## config.mk

```make
export PLATFORM = sky130hd
export DESIGN_NAME = fnd_scan_ctrl
export DESIGN_NICKNAME = d
export VERILOG_FILES = /design/src/rtl/fnd_scan_ctrl.sv
export SDC_FILE = /design/constraint.sdc
export NUM_CORES = 1
export LEC_CHECK = 0
export ABC_AREA = 0
export CAP_MARGIN = 20
export CORE_MARGIN = 1
export CORE_UTILIZATION = 58
export DETAILED_ROUTE_END_ITERATION = 16
export HOLD_SLACK_MARGIN = 0.05
export PLACE_DENSITY_LB_ADDON = 0.25
export SYNTH_ARGS = -nofsm -noshare
export SYNTH_HDL_FRONTEND = slang
export SYNTH_SLANG_ARGS = --single-unit
```

## constraint.sdc

```tcl
create_clock -name clk -period 2.3 [get_ports clk]
set_input_delay 0.69 -clock clk [delete_from_list [all_inputs] [get_ports clk]]
set_output_delay 0.69 -clock clk [all_outputs]
set_load 0.005 [all_outputs]
```

## src/rtl/fnd_scan_ctrl.sv

```systemverilog
// Display scheduler for a 4-digit common-anode FND: sequential double-dabble
// conversion of a 14-bit value, then free-running time-multiplexed digit scan.
module fnd_scan_ctrl #(
    parameter int unsigned SCAN_DIV = 100_000
) (
    input  logic        clk,
    input  logic        reset,
    input  logic        value_valid,
    input  logic [13:0] value,
    input  logic        blank_lz,
    output logic        busy,
    output logic [3:0]  fnd_digit,
    output logic [7:0]  fnd_data
);

    localparam int unsigned     CW       = $clog2(SCAN_DIV);
    localparam logic [CW-1:0]   CNT_LAST = CW'(SCAN_DIV - 1);
    localparam logic [3:0]      ITER_LAST = 4'd13;

    typedef enum logic [1:0] {
        IDLE,
        CONV,
        LOAD
    } state_e;

    state_e          state_q, state_d;
    logic [13:0]     shreg_q, shreg_d;
    logic [15:0]     bcd_q, bcd_d;
    logic [3:0]      iter_q, iter_d;
    logic            ovf_cap_q, ovf_cap_d;
    logic [3:0][3:0] dig_q, dig_d;
    logic            ovf_q, ovf_d;
    logic            busy_q;

    logic [CW-1:0]   cnt_q, cnt_d;
    logic [1:0]      sel_q, sel_d;
    logic            tick;
    logic [3:0]      digit_q, digit_d;
    logic [7:0]      data_q, data_d;

    logic [15:0]     bcd_adj;
    logic [29:0]     dd_shift;
    logic [3:0]      nib;
    logic            zero_from3, zero_from2, zero_from1;
    logic            blank_sel;

    function automatic logic [7:0] seg_decode(input logic [3:0] n);
        logic [7:0] s;
        case (n)
            4'd0:    s = 8'hC0;
            4'd1:    s = 8'hF9;
            4'd2:    s = 8'hA4;
            4'd3:    s = 8'hB0;
            4'd4:    s = 8'h99;
            4'd5:    s = 8'h92;
            4'd6:    s = 8'h82;
            4'd7:    s = 8'hF8;
            4'd8:    s = 8'h80;
            4'd9:    s = 8'h90;
            default: s = 8'hFF;
        endcase
        return s;
    endfunction

    // Double-dabble add-3 correction applied to every nibble before the shift.
    always_comb begin
        bcd_adj = bcd_q;
        for (int unsigned i = 0; i < 4; i++) begin
            if (bcd_q[4*i +: 4] >= 4'd5) begin
                bcd_adj[4*i +: 4] = bcd_q[4*i +: 4] + 4'd3;
            end
        end
        dd_shift = {bcd_adj, shreg_q} << 1;
    end

    always_comb begin
        state_d   = state_q;
        shreg_d   = shreg_q;
        bcd_d     = bcd_q;
        iter_d    = iter_q;
        ovf_cap_d = ovf_cap_q;
        dig_d     = dig_q;
        ovf_d     = ovf_q;
        case (state_q)
            IDLE: begin
                if (value_valid) begin
                    shreg_d   = value;
                    bcd_d     = '0;
                    iter_d    = '0;
                    ovf_cap_d = (value > 14'd9999);
                    state_d   = CONV;
                end
            end
            CONV: begin
                bcd_d   = dd_shift[29:14];
                shreg_d = dd_shift[13:0];
                iter_d  = iter_q + 4'd1;
                if (iter_q == ITER_LAST) begin
                    state_d = LOAD;
                end
            end
            LOAD: begin
                dig_d   = bcd_q;
                ovf_d   = ovf_cap_q;
                state_d = IDLE;
            end
            default: begin
                state_d = IDLE;
            end
        endcase
    end

    always_ff @(posedge clk or negedge reset) begin
        if (!reset) begin
            state_q   <= IDLE;
            shreg_q   <= '0;
            bcd_q     <= '0;
            iter_q    <= '0;
            ovf_cap_q <= 1'b0;
            dig_q     <= '0;
            ovf_q     <= 1'b0;
            busy_q    <= 1'b0;
        end else begin
            state_q   <= state_d;
            shreg_q   <= shreg_d;
            bcd_q     <= bcd_d;
            iter_q    <= iter_d;
            ovf_cap_q <= ovf_cap_d;
            dig_q     <= dig_d;
            ovf_q     <= ovf_d;
            busy_q    <= (state_q != IDLE);
        end
    end

    assign tick = (cnt_q == CNT_LAST);

    always_comb begin
        cnt_d = tick ? '0 : cnt_q + 1'b1;
        sel_d = tick ? sel_q + 2'd1 : sel_q;
    end

    // Digit k is a leading zero when it and every more significant digit are 0.
    always_comb begin
        nib        = dig_q[sel_q];
        zero_from3 = (dig_q[3] == 4'd0);
        zero_from2 = zero_from3 && (dig_q[2] == 4'd0);
        zero_from1 = zero_from2 && (dig_q[1] == 4'd0);
        case (sel_q)
            2'd1:    blank_sel = zero_from1;
            2'd2:    blank_sel = zero_from2;
            2'd3:    blank_sel = zero_from3;
            default: blank_sel = 1'b0;
        endcase

        digit_d = ~(4'b0001 << sel_q);
        if (ovf_q) begin
            data_d = 8'hBF;
        end else if (blank_lz && blank_sel) begin
            data_d = 8'hFF;
        end else begin
            data_d = seg_decode(nib);
        end
    end

    always_ff @(posedge clk or negedge reset) begin
        if (!reset) begin
            cnt_q   <= '0;
            sel_q   <= '0;
            digit_q <= 4'b1110;
            data_q  <= 8'hC0;
        end else begin
            cnt_q   <= cnt_d;
            sel_q   <= sel_d;
            digit_q <= digit_d;
            data_q  <= data_d;
        end
    end

    assign busy      = busy_q;
    assign fnd_digit = digit_q;
    assign fnd_data  = data_q;

endmodule
```

# Word level (Yosys, flattened, before mapping)
# Memories as Yosys holds them, arrays and structs flattened.
# Cells that the tools add are included.
[totals]
out_inout_bits = 13
input_bits = 18
memories = 1
word_cells = 71
reg_bits = 86
romBits = 112
[classes]
n_eq_ne = 9
n_lt_le_gt_ge = 6
reduce_logical = 12
n_addsub = 7
n_bitwise = 1
muxes = 19
shift = 1
[mem_list]
columns = ["memory", "depth", "word_bits", "rd", "rd_ports_with_merged_regs", "wr", "line_no", "text"]
rows = [
  ["(no name shown)", 16, 7, 1, 0, 0, "49", "case (n)"],
]
[op_table]
columns = ["operator", "count"]
rows = [
  ["one-hot mux 16 bit (2 select lines)", 1],
  ["one-hot mux 14 bit (2 select lines)", 1],
  ["2-to-1 mux 4 bit", 5],
  ["adder 17 x 1 -> 17 bit, second input constant", 1],
  ["== test 17 bit, second input constant", 1],
  ["2-to-1 mux 17 bit", 1],
  ["greater-or-equal comparator 4 x 3 -> 1 bit, second input constant", 4],
  ["2-to-1 mux 16 bit", 1],
  ["2-to-1 mux 8 bit", 2],
  ["greater-than comparator 14 bit, second input constant", 1],
  ["2-to-1 mux 14 bit", 1],
  ["adder 4 x 2 -> 4 bit, second input constant", 3],
  ["zero test 4 bit", 3],
  ["binary-select mux 4 bit (select 2 bit)", 1],
  ["one-hot mux 4 bit (2 select lines)", 1],
  ["== test 2 bit, second input constant", 3],
  ["AND reduction 2 bit", 3],
  ["adder 4 x 1 -> 4 bit, second input constant", 1],
  ["== test 2 x 1 -> 1 bit, second input constant", 2],
  ["== test 4 bit, second input constant", 1],
  ["2-to-1 mux 2 bit", 2],
  ["!= test 2 bit, second input constant", 2],
  ["inverter 4 bit", 1],
  ["one-hot mux 2 bit (2 select lines)", 1],
  ["9 further kinds", 12],
]

# Longest topological paths before layout
# Gate-level depths: netlist of the first run.
[depth]
ltp_word = 7
mapped_depth = 7
ltp_nobuf = 6

# Worst setup path before layout of the first run
# No wires, ideal clock.
[synth_timing]
kind = "flip-flop to flip-flop"
startpoint = "register sel_q[0]"
endpoint = "register data_q[2] (netlist: fnd_data[2])"
path_stages_with_launch = 8
t_arrival_ns = 1.952
slack_ns = 0.244
period_less_slack_ns = 2.056
required_time_ns = 2.196
n_path_buf = 1
setup_time_ns = 0.104
path_cell_list = "dfrtp_1 buf_2 inv_1 ha_1 or4b_1 a2111oi_2 a21oi_1 o311ai_1"
[synth_via]
elab_chain_cells = 5
word_cells_on_any_way = 10
cone_classes = "eq/ne: 3; mux: 5; reduce/logical: 1; memory: 1"
[synth_lines]
columns = ["element", "line_no", "text"]
rows = [
  ["from (decl)", "36", "logic [1:0] sel_q, sel_d;"],
  ["from (signal assigned)", "173", "sel_q <= sel_d;"],
  ["binary-select mux 4 bit (select 2 bit) (tied with other cells)", "144", "nib = dig_q[sel_q];"],
  ["2-to-1 mux 4 bit (implied by the code) or one-hot mux 1 bit (3 select lines) (tied branches)", "144, 148", ""],
  ["memory (16 x 7 bit) or logical AND 1 bit (tied branches)", "n/a", ""],
  ["2-to-1 mux 8 bit *", "158", "end else if (blank_lz && blank_sel) begin"],
  ["2-to-1 mux 8 bit *", "156", "if (ovf_q) begin"],
  ["via data_d[2]", "39", "logic [7:0] data_q, data_d;"],
  ["to (signal assigned)", "175", "data_q <= data_d;"],
  ["to (decl)", "39", ""],
]
# The timed path passes the listed nets; every way through them passes the cells marked *. The select of a mux whose other input is x is not followed.
# A chain may end at the register's enable or synchronous reset.

# Worst setup path in the final report of the first run
[layout_timing]
startpoint = "input port blank_lz"
endpoint = "register data_q[2] (netlist: fnd_data[2])"
[layout_via]
elab_chain_cells = 3
[layout_lines]
columns = ["element", "line_no", "text"]
rows = [
  ["from (decl)", "10", "input logic blank_lz,"],
  ["logical AND 1 bit", "158", ""],
  ["2-to-1 mux 8 bit", "158", ""],
  ["2-to-1 mux 8 bit", "156", ""],
  ["via data_d[2]", "39", ""],
]
# The timed path passes the listed nets, and every way through them passes these cells.

==> results.yml, run 1 <==
cts:
  clk_pin_slew_ps: 80
  post_cts_resized: 0
  clockBufferDepth: 2
  post-cts-setup-buffers: 0
  numCtsBuffers: 9
  cts_tree: "yes"
  cts_hold_buf: 0
  clk_latency_ps: 350
  htree_levels: 3
  cts-root-buf: "clkbuf_8"
  numClockSinks: 85
logic_synthesis:
  synth_simple_gate_area_frac: 0.152
  synth_compound_area_frac: 0.109
  yosysSeqAreaShare: 0.520
  ys_ff_latch: 85
  synth-async-reset-ratio: 1.00
  synth_top_family_by_area: "simple AND/OR/NAND/NOR gates"
  synth_cell_types: 44
  synth.cell_area_um2: 4100
  synth-edff-count: 0
  syn_inst: 387
  yosysTopAreaCell: "dfrtp_1"
  synth_mux_area_frac: 0.0660
  yosys-top-cells-area: "dfrtp_1, ha_1, nor2_1, mux2_2, o21ai_0"
  synthAdderAreaFrac: 0.0641
  avgSynthCellArea_um2: 10.6
  synth_fp_nets: 426
  synth-xor-area-share: 0.0492
  dominantRegCellSynth: "dfrtp_1"
  yosys_warnings: 0
  synth_top_area_frac: 0.495
setup_path:
  worstPathCellList: "clkdlybuf4s50_1 -> or4b_1 -> a2111oi_2 -> a21oi_1 -> o311ai_1"
  worstPathArrival_ps: 2330
  crit_path_top_delay_cell: "clkdlybuf4s50_1"
  max_stage_delay_ps: 460
  critPathMaxFanout: 6
  critical_path_class: "in2reg"
  worst_setup_path_end_kind: "register"
  worstSetupStartpointType: "primary input"
  worstPathRequired_ps: 2540
place:
  finalWeightedCongestion: 0.798
  placed_area_um2: 4540
  place_ws_ps: -152
  io_buffers: 29
  hpwlAfterDp_mm: 5.24
sta:
  max_freq_mhz: 479
  skew_ps: 6.68
  slew_headroom: 0.455
  finalHoldViolCount: 0
  fin_crit_sh: 0.908
  rsz0062_at_grt: "no"
  finalSetupViolations: 0
  setup_ws_ps: 212
  period_minus_slack_ps: 2090
  drv_slew: 0
  tightest_slew_ps: 817
run:
  maxCapViolCount: 0
route:
  routed_wl_mm: 7.38
  drt_pass1_iterations: 4
  drc: 0
  dr_total_vias: 2912
  antenna_left: 0
  vias_per_cell: 5.57
  wl_per_cell_um: 14.1
  drt_iter0_drc: 103
layout:
  antennaDiodeCount: 0
  drive_gt1_frac: 0.129
  syn2layout_area_growth_pct: 16.0
  nets: 462
  fin_area_um2: 4750
floorplan:
  die_y_um: 86.1
  num_rows: 30
  core-area_um2: 6790
  io_pins: 31
  dieWidth_um: 86.1
  fp.dieArea_um2: 7410
  start_util: 0.603
grt:
  grt.total_usage: 0.223
  met3_usage: 0.0318
  grt_pass1_vias: 2884
  grt_use_met2: 0.379
  globalRoute.busiestLayer: "met2"
  grt_pass1_wl_mm: 12.9
  grt_start_max_net_pins: 39
  antenna_found_initial: 0
  grt_overflow: 0
  met1_usage: 0.286
power:
  leakagePower_nw: 2.10
  peakVddDrop_uv: 598
  power_density_nw_per_um2: 1100
hold_path:
  hold_class: "in2async"
run_status:
  status: "finished clean"
==> kinds of logic (layout without fill, tap and decap cells) <==
logic type | after synthesis | count (layout)
muxes | 19 | 19
xor gates and xnor gates | 23 | 23
other | 1 | 1
adders and majority gates | 21 | 21
DFF | 85 | 85
AOI/OAI and AO/OA | 73 | 73
and+or+nand+nor | 126 | 126
buffers and inverters | 39 | 79
==> final timing paths <==
check | to | startpoint | slack (ps) | depth (start not counted)
min in group clk | fnd_data[6] | ovf_q | 480 | 1
min reg2reg | fnd_data[6] | ovf_q | 480 | 1
min | cnt_q[13] | reset | 220 | 1
max | fnd_data[2] | blank_lz | 210 | 5
max reg2reg | fnd_data[2] | sel_q[1] | 350 | 6
max in group asynchronous | dig_q[14] | reset | 1460 | 2
==> placed cells by master, fill, tap and decap left out, types with 14 or more instances in the layout <==
cell type,instances
clkdlybuf4s50_1,28
dfrtp_1,81
ha_1,21
inv_1,22
mux2_2,14
nand2_1,24
nand3_1,23
nor2_1,43
o21ai_0,31
o22ai_1,14
xnor2_1,14
==> synth_stat cells, types with 2 or more instances <==
cell type	count
nor3_1	2
dfstp_2	4
or4_1	2
buf_1	3
a21oi_1	11
clkbuf_1	11
or4b_1	2
and4_1	4
mux2_2	14
or3_1	2
nand3_1	23
xor2_1	9
ha_1	21
nand4_1	4
o31ai_1	6
xnor2_1	14
nor2_1	43
nand2b_1	10
a32o_1	4
dfrtp_1	81
nor2b_1	3
nand2_1	24
mux4_2	5
o22ai_1	14
inv_1	22
o21ai_0	31
==> registers in the layout (all words and copies together) (netlist names) <==
register   count
fnd_data       7
iter_q         4
cnt_q         17
ovf_cap_q      1
state_q        2
busy           1
ovf_q          1
fnd_digit      4
dig_q         16
sel_q          2
shreg_q       14
bcd_q         16
==> critical path: cells and delay by family <==
kind	cells	cell delay (ps)
AOI/OAI and AO/OA	3	730
and+or+nand+nor	1	450
buffers and inverters	1	460
==> final cells by class <==
cell class                      count  area (µm²)
Clock inverter                      4        72.6
Timing Repair Buffer               42         398
Clock buffer                       11         141
Sequential cell                    85        2130
Tap cell                           96         120
Multi-Input combinational cell    263        1810
Fill cell                         497        2040
Inverter                           22        82.6
==> routing by layer <==
metal,vias to the layer above,share of wire
li1,1422,-
met1,1425,0.45
met2,54,0.51
met3,11,0.025
met4,0,0.013
met5,-,0
==> report_power, final <==
part / switching (W) / internal [W]
logic: 0.000945 / 0.000865
registers: 0.000341 / 0.00195
clock network: 0.000503 / 0.000634
==> through the flow <==
| stage | power (W) | utilization | setup TNS [ps] | std cells | hold slack [ps] |
|---|---|---|---|---|---|
| global route | 0.00563 | 0.700 | 0 | 523 | 234 |
| floorplan | 0.00355 | - | 0 | 387 | 382 |
| finish | 0.00524 | 0.700 | 0 | 523 | 223 |
| global placement | 0.00403 | 0.668 | -464 | 508 | 457 |
| detailed placement | 0.00413 | 0.668 | -778 | 508 | 464 |
| CTS | 0.00527 | 0.700 | 0 | 523 | 220 |
Power figures use the tool's default switching activity.
==> run 2, diff against run 1 <==
- CORE_UTILIZATION: 58 -> 63
- DONT_BUFFER_PORTS: unset -> 1
==> results.yml, run 2 (synthesized netlist as in run 1, its figures left out) <==
run_status:
  status: "finished clean"
sta:
  drv_slew: 0
  skew_ps: 8.94
  hold_slack_ps: 14.1
  finalSetupViolations: 0
  rsz0062_at_grt: "no"
  final.setup.tns_ps: 0
  fin_crit_sh: 0.855
  finalHoldViolCount: 0
  period_minus_slack_ps: 1970
  max_freq_mhz: 509
cts:
  htree_levels: 3
  clk_latency_ps: 360
  numCtsBuffers: 9
  post_cts_resized: 0
  numClockSinks: 85
  clockBufferDepth: 2
  clk_pin_slew_ps: 90
  cts_tree: "yes"
  cts-root-buf: "clkbuf_8"
layout:
  layout_common_cells: "dfrtp_1, nor2_1, o21ai_0"
  largest_register_ffs: 17
  final_cells: 472
  syn2layout_area_growth_pct: 7.36
  seq_area_um2: 2130
  drive_gt1_frac: 0.132
  fillers: 508
  final_common_cell: "dfrtp_1"
  nets: 429
  antennaDiodeCount: 0
  multi_input_area_um2: 1810
  final_util: 0.697
  top_regs: "cnt_q (17), bcd_q (16), dig_q (16)"
  regMostFlops: "cnt_q"
grt:
  grt_pass1_wl_mm: 12.1
  antenna_found_initial: 0
  grt_start_max_net_pins: 86
  grt_overflow: 0
  grt.total_usage: 0.241
  grt_pass1_vias: 2640
floorplan:
  fp.dieArea_um2: 6830
  io_pins: 31
  num_rows: 29
  dieWidth_um: 82.7
  start_util: 0.649
  core-area_um2: 6310
  die_y_um: 82.7
setup_path:
  path_buf_inv: 1
  worstSetupStartpointType: "register"
  worstPathRequired_ps: 2550
  worstPathArrival_ps: 2220
  worst_setup_path_end_kind: "register"
  critical_path_class: "reg2reg"
  crit_path_top_delay_cell: "or4b_1"
  crit_family: "compound AO/OA/AOI/OAI gates"
  max_stage_delay_ps: 480
  worstPathCellList: "inv_1 -> ha_1 -> or4b_1 -> a2111oi_2 -> a21oi_1 -> o311ai_1"
  critPathMaxFanout: 6
route:
  drt_pass1_iterations: 4
  drt_iter0_drc: 139
  antenna_left: 0
  drc: 0
  vias_per_cell: 5.84
  routed_wl_mm: 7.28
  dr_total_vias: 2755
  wl_per_cell_um: 15.4
power:
  pwr-share-seq: 0.454
  swShare: 0.350
  p_comb_frac: 0.324
  power_switching_w: 0.00178
  peakVddDrop_uv: 736
  power.share.clock: 0.222
  intPower_w: 0.00331
  leakagePower_nw: 1.97
  power_density_nw_per_um2: 1160
place:
  dp.cells: 456
  io_buffers: 0
  hpwlAfterDp_mm: 5.03
  finalWeightedCongestion: 0.867
hold_path:
  hold_class: "in2async"
run:
  maxCapViolCount: 0
## run 2: cell count changes in the layout (fill, tap and decap cells not counted), sizes merged
| cell | delta |
|---|---|
| clkdlybuf4s50 | -28 |
| buf | -5 |
| clkinvlp | +1 |
| clkinv | +2 |
| clkbuf | -2 |
## run 2: cell type report
cell class / instances / share of cell area
multi-input cells: 263 / 0.411
clock inverters: 7 / 0.0205
repair buffers: 9 / 0.0154
inverters: 22 / 0.0188
well taps: 77 / 0.0219
clock buffers: 9 / 0.0282
flip-flops and latches: 85 / 0.485
## run 2: routing by layer
metal / track usage / up-vias / routed length [µm]
met1: 0.323 / 1351 / 3490
met2: 0.382 / 43 / 3480
li1: - / 1352 / -
met4: 0.0862 / 0 / 80
met5: 0 / - / 0
met3: 0.0571 / 9 / 229
## run 2: metrics by stage
stage	instance area (µm²)	power, W	worst slack (ps)
after floorplan	4100	0.00355	244
after global placement	4190	0.00388	383
after detailed placement	4190	0.00397	333
after CTS	4400	0.00510	322
after global routing	4400	0.00546	97.3
final	4400	0.00508	334
## run 2: worst paths after layout
path | start | to | slack, ps | cells past startpoint
worst max-delay path | sel_q[0] | fnd_data[2] | 330 | 6
worst min-delay path | reset | bcd_q[4] | 10 | 0
worst max register to register | sel_q[0] | fnd_data[2] | 330 | 6
worst min register to register | ovf_q | fnd_data[6] | 480 | 1
max in group asynchronous | reset | fnd_data[6] | 2090 | 0
min in group clk | value[0] | shreg_q[0] | 440 | 2
## run 2: repair_timing
action / in CTS / in global routing
endpoints found under the hold margin: 81 / 81
setup endpoints to repair: 0 / 0
buffers inserted: 0 / 0
## run 2: power by group through the flow
stage | Clock, W | Combinational, W | Sequential (W)
final | 0.00113 | 0.00165 | 0.00231
after detailed placement | 0 | 0.00164 | 0.00233
after CTS | 0.00114 | 0.00165 | 0.00231
after global placement | 0 | 0.00156 | 0.00231
after floorplan | 0 | 0.00134 | 0.00221
after global routing | 0.00121 | 0.00187 | 0.00238
## run 2: worst register-to-register path, delay by kind of cell, from the launching register on
kind                     cells  cell delay, ps
buffers and inverters        1             110
flip-flops                   1             350
AO/OA/AOI/OAI                3             720
adder cells (fa/ha/maj)      1             210
AND/OR/NAND/NOR              1             480
